<file path="config.mk">
export PLATFORM = sky130hd
export DESIGN_NAME = outagu_flat
export DESIGN_NICKNAME = d
export VERILOG_FILES = /design/src/rtl/outagu_if.sv /design/src/rtl/outagu.sv /design/src/flat_wrapper.sv
export SDC_FILE = /design/constraint.sdc
export NUM_CORES = 1
export LEC_CHECK = 0
export CORE_MARGIN = 4
export CORE_UTILIZATION = 45
export DETAILED_ROUTE_END_ITERATION = 8
export DONT_BUFFER_PORTS = 1
export MAX_ROUTING_LAYER = met4
export PLACE_DENSITY = 0.63
export SLEW_MARGIN = 20
export SYNTH_ARGS = -nofsm -noshare
export SYNTH_HDL_FRONTEND = slang
export SYNTH_SLANG_ARGS = --single-unit
export TNS_END_PERCENT = 50
</file>
<file path="constraint.sdc">
create_clock -name clk -period 2.9 [get_ports clk]
set_input_delay 0.29 -clock clk [delete_from_list [all_inputs] [get_ports clk]]
set_output_delay 0.29 -clock clk [all_outputs]
set_load 0.01 [all_outputs]
</file>
<file path="src/rtl/outagu_if.sv">
// outagu_if: control, configuration and write-port bundle for the output AGU.
interface outagu_if #(
  parameter int BPREC    = 6,
  parameter int BDBANKA  = 15,
  parameter int BWLENGTH = 8
);
  logic                start;
  logic                step;
  logic [BPREC-1:0]    oprecision;
  logic [BDBANKA-1:0]  ostride0;
  logic [BDBANKA-1:0]  ostride1;
  logic [BDBANKA-1:0]  ostride2;
  logic [BWLENGTH-1:0] olength0;
  logic [BWLENGTH-1:0] olength1;
  logic [BWLENGTH-1:0] olength2;
  logic [BDBANKA-1:0]  obaseaddr;
  logic [BDBANKA-1:0]  addr_out;
  logic                wr_en;
  logic                omsb;
  logic                busy;
  logic                done;
  modport master (
    output start, step, oprecision, ostride0, ostride1, ostride2,
           olength0, olength1, olength2, obaseaddr,
    input  addr_out, wr_en, omsb, busy, done
  );
  modport slave (
    input  start, step, oprecision, ostride0, ostride1, ostride2,
           olength0, olength1, olength2, obaseaddr,
    output addr_out, wr_en, omsb, busy, done
  );
endinterface

</file>
<file path="src/rtl/outagu.sv">
// outagu: write-side AGU walking a 3-level strided loop over output vectors,
// one registered write per step, planes MSB first at consecutive addresses.
module outagu #(
  parameter int BPREC    = 6,
  parameter int BDBANKA  = 15,
  parameter int BWLENGTH = 8
) (
  input  logic    clk,
  input  logic    clr,
  outagu_if.slave bus
);
  typedef enum logic {IDLE, RUN} state_t;
  state_t              r_state, w_next;
  logic [BPREC-1:0]    r_prec, r_cnt_b, w_pm1;
  logic [BDBANKA-1:0]  r_s0, r_s1, r_s2, r_a0, r_a1, r_a2, r_addr;
  logic [BWLENGTH-1:0] r_l0, r_l1, r_l2, r_cnt0, r_cnt1, r_cnt2;
  logic                r_wr_en, r_omsb, r_done;
  logic                w_go, w_end_b, w_end0, w_end1, w_end2, w_final;
  // oprecision of 0 behaves as a single plane
  assign w_pm1   = (r_prec == '0) ? '0 : r_prec - BPREC'(1);
  assign w_go    = (r_state == RUN) && bus.step;
  assign w_end_b = !(r_cnt_b < w_pm1);
  assign w_end0  = !(r_cnt0 < r_l0);
  assign w_end1  = !(r_cnt1 < r_l1);
  assign w_end2  = !(r_cnt2 < r_l2);
  assign w_final = w_go && w_end_b && w_end0 && w_end1 && w_end2;
  always_ff @(posedge clk)
    r_state <= clr ? IDLE : w_next;
  always_comb begin
    w_next = r_state;
    if (r_state == IDLE) w_next = bus.start ? RUN : IDLE;
    else w_next = w_final ? IDLE : RUN;
  end
  always_comb begin
    bus.busy     = (r_state == RUN);
    bus.addr_out = r_addr;
    bus.wr_en    = r_wr_en;
    bus.omsb     = r_omsb;
    bus.done     = r_done;
  end
  always_ff @(posedge clk) begin
    if (clr) begin
      {r_prec, r_cnt_b} <= '0;
      {r_s0, r_s1, r_s2, r_a0, r_a1, r_a2, r_addr} <= '0;
      {r_l0, r_l1, r_l2, r_cnt0, r_cnt1, r_cnt2} <= '0;
      {r_wr_en, r_omsb, r_done} <= '0;
    end else begin
      r_wr_en <= w_go;
      r_done  <= w_final;
      if (w_go) begin
        r_addr <= r_a0 + BDBANKA'(r_cnt_b);
        r_omsb <= (r_cnt_b == '0);
      end
      if (r_state == IDLE && bus.start) begin
        r_prec <= bus.oprecision;
        r_s0   <= bus.ostride0;
        r_s1   <= bus.ostride1;
        r_s2   <= bus.ostride2;
        r_l0   <= bus.olength0;
        r_l1   <= bus.olength1;
        r_l2   <= bus.olength2;
        r_a0   <= bus.obaseaddr;
        r_a1   <= bus.obaseaddr;
        r_a2   <= bus.obaseaddr;
        {r_cnt_b, r_cnt0, r_cnt1, r_cnt2} <= '0;
      end else if (w_go) begin
        if (!w_end_b) r_cnt_b <= r_cnt_b + BPREC'(1);
        else begin
          r_cnt_b <= '0;
          if (!w_end0) begin
            r_cnt0 <= r_cnt0 + BWLENGTH'(1);
            r_a0   <= r_a0 + r_s0;
          end else begin
            r_cnt0 <= '0;
            if (!w_end1) begin
              r_cnt1 <= r_cnt1 + BWLENGTH'(1);
              r_a1   <= r_a1 + r_s1;
              r_a0   <= r_a1 + r_s1;
            end else begin
              r_cnt1 <= '0;
              if (!w_end2) begin
                r_cnt2 <= r_cnt2 + BWLENGTH'(1);
                r_a2   <= r_a2 + r_s2;
                r_a1   <= r_a2 + r_s2;
                r_a0   <= r_a2 + r_s2;
              end else r_cnt2 <= '0;
            end
          end
        end
      end
    end
  end
endmodule
</file>
<file path="src/flat_wrapper.sv">
// flat-port wrapper written by rule: the top's interface ports become plain ports
module outagu_flat 
#(
  parameter int BPREC    = 6,
  parameter int BDBANKA  = 15,
  parameter int BWLENGTH = 8
)
  (clk, clr, bus_start, bus_step, bus_oprecision, bus_ostride0, bus_ostride1, bus_ostride2, bus_olength0, bus_olength1, bus_olength2, bus_obaseaddr, bus_addr_out, bus_wr_en, bus_omsb, bus_busy, bus_done);
  outagu_if #(.BPREC(BPREC), .BDBANKA(BDBANKA), .BWLENGTH(BWLENGTH)) bus_i ();
  input  logic clk;
  input  logic clr;
  input wire logic [$bits(bus_i.start)-1:0] bus_start;
  input wire logic [$bits(bus_i.step)-1:0] bus_step;
  input wire logic [$bits(bus_i.oprecision)-1:0] bus_oprecision;
  input wire logic [$bits(bus_i.ostride0)-1:0] bus_ostride0;
  input wire logic [$bits(bus_i.ostride1)-1:0] bus_ostride1;
  input wire logic [$bits(bus_i.ostride2)-1:0] bus_ostride2;
  input wire logic [$bits(bus_i.olength0)-1:0] bus_olength0;
  input wire logic [$bits(bus_i.olength1)-1:0] bus_olength1;
  input wire logic [$bits(bus_i.olength2)-1:0] bus_olength2;
  input wire logic [$bits(bus_i.obaseaddr)-1:0] bus_obaseaddr;
  output wire logic [$bits(bus_i.addr_out)-1:0] bus_addr_out;
  output wire logic [$bits(bus_i.wr_en)-1:0] bus_wr_en;
  output wire logic [$bits(bus_i.omsb)-1:0] bus_omsb;
  output wire logic [$bits(bus_i.busy)-1:0] bus_busy;
  output wire logic [$bits(bus_i.done)-1:0] bus_done;
  assign bus_i.start = bus_start;
  assign bus_i.step = bus_step;
  assign bus_i.oprecision = bus_oprecision;
  assign bus_i.ostride0 = bus_ostride0;
  assign bus_i.ostride1 = bus_ostride1;
  assign bus_i.ostride2 = bus_ostride2;
  assign bus_i.olength0 = bus_olength0;
  assign bus_i.olength1 = bus_olength1;
  assign bus_i.olength2 = bus_olength2;
  assign bus_i.obaseaddr = bus_obaseaddr;
  assign bus_addr_out = bus_i.addr_out;
  assign bus_wr_en = bus_i.wr_en;
  assign bus_omsb = bus_i.omsb;
  assign bus_busy = bus_i.busy;
  assign bus_done = bus_i.done;
  outagu #(.BPREC(BPREC), .BDBANKA(BDBANKA), .BWLENGTH(BWLENGTH)) u_core (.clk(clk), .clr(clr), .bus(bus_i));
endmodule
</file>
==> metrics.md <==
| Metric | Value |
|---|---|
| Fraction of synthesized cell area taken by the top area cell type | 34.37% |
| Number of max-cap violations | 0 |
| Crit path max fanout | 6 |
| Worst-case vdd ir drop | 0.3348 mV |
| Worst reg2reg endpoint | u_core.r_a1[6] |
| Number of antenna violations at the first check in global routing | 0 |
| Main combinational cell family by area after synthesis | compound AO/OA/AOI/OAI gates |
| Mean area per synthesized cell | 7.831 um^2 |
| Sequential element share of the synthesized area | 34.37% |
| Htree depth | 4 |
| Compound-Gate Fraction of Synth Area | 22.14% |
| Pwr dens | 510.4 nW/um^2 |
| Worst setup skew after layout | 0.01658 ns |
| Total leakage power | 5.278 nW |
| Cell count of the worst hold path | 2 |
| Type of the tightest min-delay check | in2reg |
| Fraction of synthesized area in multiplexers | 0.5212% |
| Post-synthesis instance area | 9843 um^2 |
| Routed length per instance | 17.38 um |
| Cell depth of the worst flop-to-flop path | 17 |
| Xor/xnor share of the synthesized area | 5.695% |
| Smallest hold slack | 0.03522 ns |
| Library cell occupying the most area in the post-synthesis netlist | sky130_fd_sc_hd__dfxtp_1 |
| CTS Root Buffer Type | sky130_fd_sc_hd__clkbuf_16 |
| Slack of the worst reg-to-reg path | -0.08 ns |
| Post-route ant nets | 0 |
| Mapped Cells | 1257 |
| Fraction of registers with async set/reset | 0% |
| Synth Warn # | 0 |
| Terminating pin of the worst hold path | u_core.r_a2[12] |
| Number of diodes | 0 |
| Number of hold violations in the final report | 0 |
| Clock Tree Buf Depth | 2 |
| Critical R2R Launch | u_core.r_prec[0] |
| Clock network latency to the later pin of the worst-skew pair | 0.44 ns |
| Most used standard cell by instance count after synthesis | sky130_fd_sc_hd__nand2_1 |
| Die Area | 24300 um^2 |
| Core Box Area | 21290 um^2 |
| Post-Syn Nets | 1435 |
| DRC violation count after routing | 0 |
| Drt first pass iters | 5 |
| Wire length of the first global-routing pass | 45860 um |
| Post-layout worst setup margin | -0.08074 ns |
| Count of buffers inserted at the top-level ports | 0 |
| Register bit count reported by yosys | 169 |
| Final slew viol count | 0 |
| Initial Utilization | 46.24% |
| Vias per std cell | 5.590 |
| Class of the most critical setup path | reg2reg |
| Total via count after detailed routing | 9297 |
| Congestion Overflow GR | 0 |
| Layout Nets | 1553 |
| Number of clock sinks seen by CTS | 169 |
| Vias in the first global route | 8934 |
| Overall power consumption | 0.006325 W |
| Area growth from synthesis to layout | 25.88% |
| Hold Path Origin | bus_obaseaddr[12] |
| Number of DRC markers after the initial detailed-route iteration | 639 |
| Slew at the pin with the worst max-slew slack | 0.7755 ns |
| Die Height | 155.9 um |
| Final clock period utilization by the worst path | 102.8% |
| RSZ-0062 raised after global routing | yes |
| Sort of element at the end of the critical path | register |
| Data arrival, critical path | 3.30 ns |
| Most frequently used flop master after synthesis | sky130_fd_sc_hd__dfxtp_1 |
| Startpoint class of the critical path | register |
| Clock-pin slew reported for the worst setup and hold paths after clock tree synthesis | 0.06 ns |
| Total Routed Length | 28900 um |
| Number of synthesized flops with an enable pin | 0 |
| Highest clock frequency the design can meet | 335.5 MHz |
| Share of final-layout standard cells stronger than drive strength 1 | 13.26% |
| Biggest area contributors in the synthesized netlist | sky130_fd_sc_hd__dfxtp_1 34%, sky130_fd_sc_hd__ha_1 10%, sky130_fd_sc_hd__nand2_1 9.8% |
| Violated checks | negative setup slack |
| Top cells by count, synth | 256 x sky130_fd_sc_hd__nand2_1, 169 x sky130_fd_sc_hd__dfxtp_1, 140 x sky130_fd_sc_hd__a21oi_1, 98 x sky130_fd_sc_hd__nor2_1, 80 x sky130_fd_sc_hd__ha_1 |
| Largest net degree at the start of global routing | 131 |
| Number of different library cells in the post-synthesis netlist | 69 |
| Remaining max-slew budget at the tightest pin | 48.19% |
| Post-detailed-placement half-perimeter wirelength | 20180 um |
| Placement Rows | 53 |
| Required @ worst endpoint | 3.22 ns |
| Overall track demand over capacity in global routing | 24.05% |
| Placer Congestion | 0.9215 |
| TritonCTS buffer count | 17 |
| Shortest period the worst path allows | 2.981 ns |
| Width of the die | 155.9 um |
| Top Ports | 113 |
| Final setup fails | 26 |
| CTS tree | built |
| Status | finished with violations |
| Area share of fa/ha/maj cells after synthesis | 10.98% |
| Post-synthesis simple-gate area fraction | 21.63% |
[cell families (layout without fill, tap and decap cells)]
group | after synthesis | after routing
flip-flops | 169 | 169
AO/OA/AOI/OAI | 332 | 333
buffers and inverters | 113 | 243
XOR/XNOR | 64 | 64
adder cells (fa/ha/maj) | 84 | 84
AND/OR/NAND/NOR | 490 | 490
multiplexers | 5 | 5
[worst max path at each step]
stage	from	end	depth (start not counted)
floorplan	u_core.r_prec[0]	u_core.r_a1[3]	15
global placement	u_core.r_prec[0]	u_core.r_a2[1]	15
detailed placement	u_core.r_prec[0]	u_core.r_a2[3]	15
CTS	u_core.r_prec[0]	u_core.r_a0[14]	16
global route	u_core.r_prec[0]	u_core.r_a1[6]	17
finish	u_core.r_prec[0]	u_core.r_a1[6]	17
[metal layers]
layer / vias to the layer above / GRT usage (%) / wire length (um) / part of all wire [%]
li1: 4645 / - / - / -
met1: 4353 / 31.18 / 12770 / 44
met2: 252 / 38.04 / 13600 / 47
met3: 47 / 5.298 / 1922 / 6.6
met4: 0 / 6.544 / 612 / 2.1
met5: - / - / 0 / 0
[per-stage QoR]
stage	setup WS, ns	instances	utilization [%]	TNS, ns	instance area (um^2)
after floorplan	0.07233	1257	-	0	9843
after global placement	-0.1704	1530	48.85	-2.589	10400
after detailed placement	-0.3187	1530	48.85	-7.446	10400
after CTS	-0.04627	1658	56.76	-0.1938	12080
after global routing	-0.2138	1663	58.21	-7.230	12390
final	-0.08074	1663	58.21	-1.026	12390
[power by group]
group          internal (W)  switching (W)
Combinational      0.000625       0.000815
Sequential          0.00246       0.000123
Clock               0.00131       0.000988
[placed cells by master (no fill, tap or decap), types with 7 or more instances in the layout]
cell and count:
sky130_fd_sc_hd__clkbuf_16 18, sky130_fd_sc_hd__nand2_1 250, sky130_fd_sc_hd__xor2_1 34, sky130_fd_sc_hd__nor3_1 15, sky130_fd_sc_hd__buf_4 53, sky130_fd_sc_hd__a21oi_1 138
sky130_fd_sc_hd__nor2_2 7, sky130_fd_sc_hd__or3_1 7, sky130_fd_sc_hd__dlygate4sd3_1 84, sky130_fd_sc_hd__and3_1 11, sky130_fd_sc_hd__inv_1 54, sky130_fd_sc_hd__a31oi_1 11
sky130_fd_sc_hd__nand2b_1 13, sky130_fd_sc_hd__a21o_1 23, sky130_fd_sc_hd__a211oi_1 21, sky130_fd_sc_hd__o211ai_1 12, sky130_fd_sc_hd__nand4_1 10, sky130_fd_sc_hd__buf_6 11
sky130_fd_sc_hd__a311oi_2 15, sky130_fd_sc_hd__o21ai_0 36, sky130_fd_sc_hd__xnor2_1 29, sky130_fd_sc_hd__ha_1 77, sky130_fd_sc_hd__dfxtp_1 166, sky130_fd_sc_hd__o21a_1 7
sky130_fd_sc_hd__nand3_1 43, sky130_fd_sc_hd__nor2_1 91
[worst max-delay path: stages, from the launching register on]
cell	delay, ns
sky130_fd_sc_hd__dfxtp_4	0.36
sky130_fd_sc_hd__inv_2	0.07
sky130_fd_sc_hd__ha_4	0.14
sky130_fd_sc_hd__nand2b_4	0.06
sky130_fd_sc_hd__or3_4	0.40
sky130_fd_sc_hd__nand2_1	0.08
sky130_fd_sc_hd__ha_1	0.16
sky130_fd_sc_hd__a21oi_1	0.08
sky130_fd_sc_hd__a21oi_1	0.19
sky130_fd_sc_hd__a221oi_2	0.08
sky130_fd_sc_hd__buf_4	0.17
sky130_fd_sc_hd__nor2_4	0.14
sky130_fd_sc_hd__nand2_2	0.08
sky130_fd_sc_hd__buf_6	0.13
sky130_fd_sc_hd__o21ai_4	0.25
sky130_fd_sc_hd__clkbuf_16	0.20
sky130_fd_sc_hd__nand2_1	0.05
sky130_fd_sc_hd__o221a_2	0.22
[layout make-up]
type | count | area (um^2)
Inverter | 56 | 212.7
Fill cell | 1934 | 8896
Clock inverter | 11 | 121.4
Multi-Input combinational cell | 976 | 6345
Timing Repair Buffer | 155 | 1515
Sequential cell | 169 | 3392
Tap cell | 275 | 344.1
Clock buffer | 21 | 460.4
[state kept, by name (all words and copies together) (netlist names), 6 cells and up]
| signal | cells |
|---|---|
| u_core.r_cnt_b | 6 |
| u_core.r_l1 | 8 |
| u_core.r_s0 | 15 |
| u_core.r_a2 | 15 |
| u_core.r_a1 | 15 |
| u_core.r_l0 | 8 |
| u_core.r_s2 | 15 |
| u_core.r_l2 | 8 |
| u_core.r_cnt1 | 8 |
| u_core.r_cnt2 | 8 |
| u_core.r_a0 | 15 |
| u_core.r_s1 | 15 |
| u_core.r_prec | 6 |
| u_core.r_cnt0 | 8 |
| u_core.bus.addr_out | 15 |
[repair_timing]
| item | in CTS | in global routing |
|---|---|---|
| setup endpoints to repair | 61 | 78 |
| hold buffers | 84 | 1 |
| pin swaps | 7 | 28 |
| gates resized for setup | 26 | 60 |
| endpoints found under the hold margin | 125 | 41 |
| buffers inserted | 12 | 3 |
| gates cloned | 1 | 2 |
No activity file was read; power rests on OpenSTA's default activity.
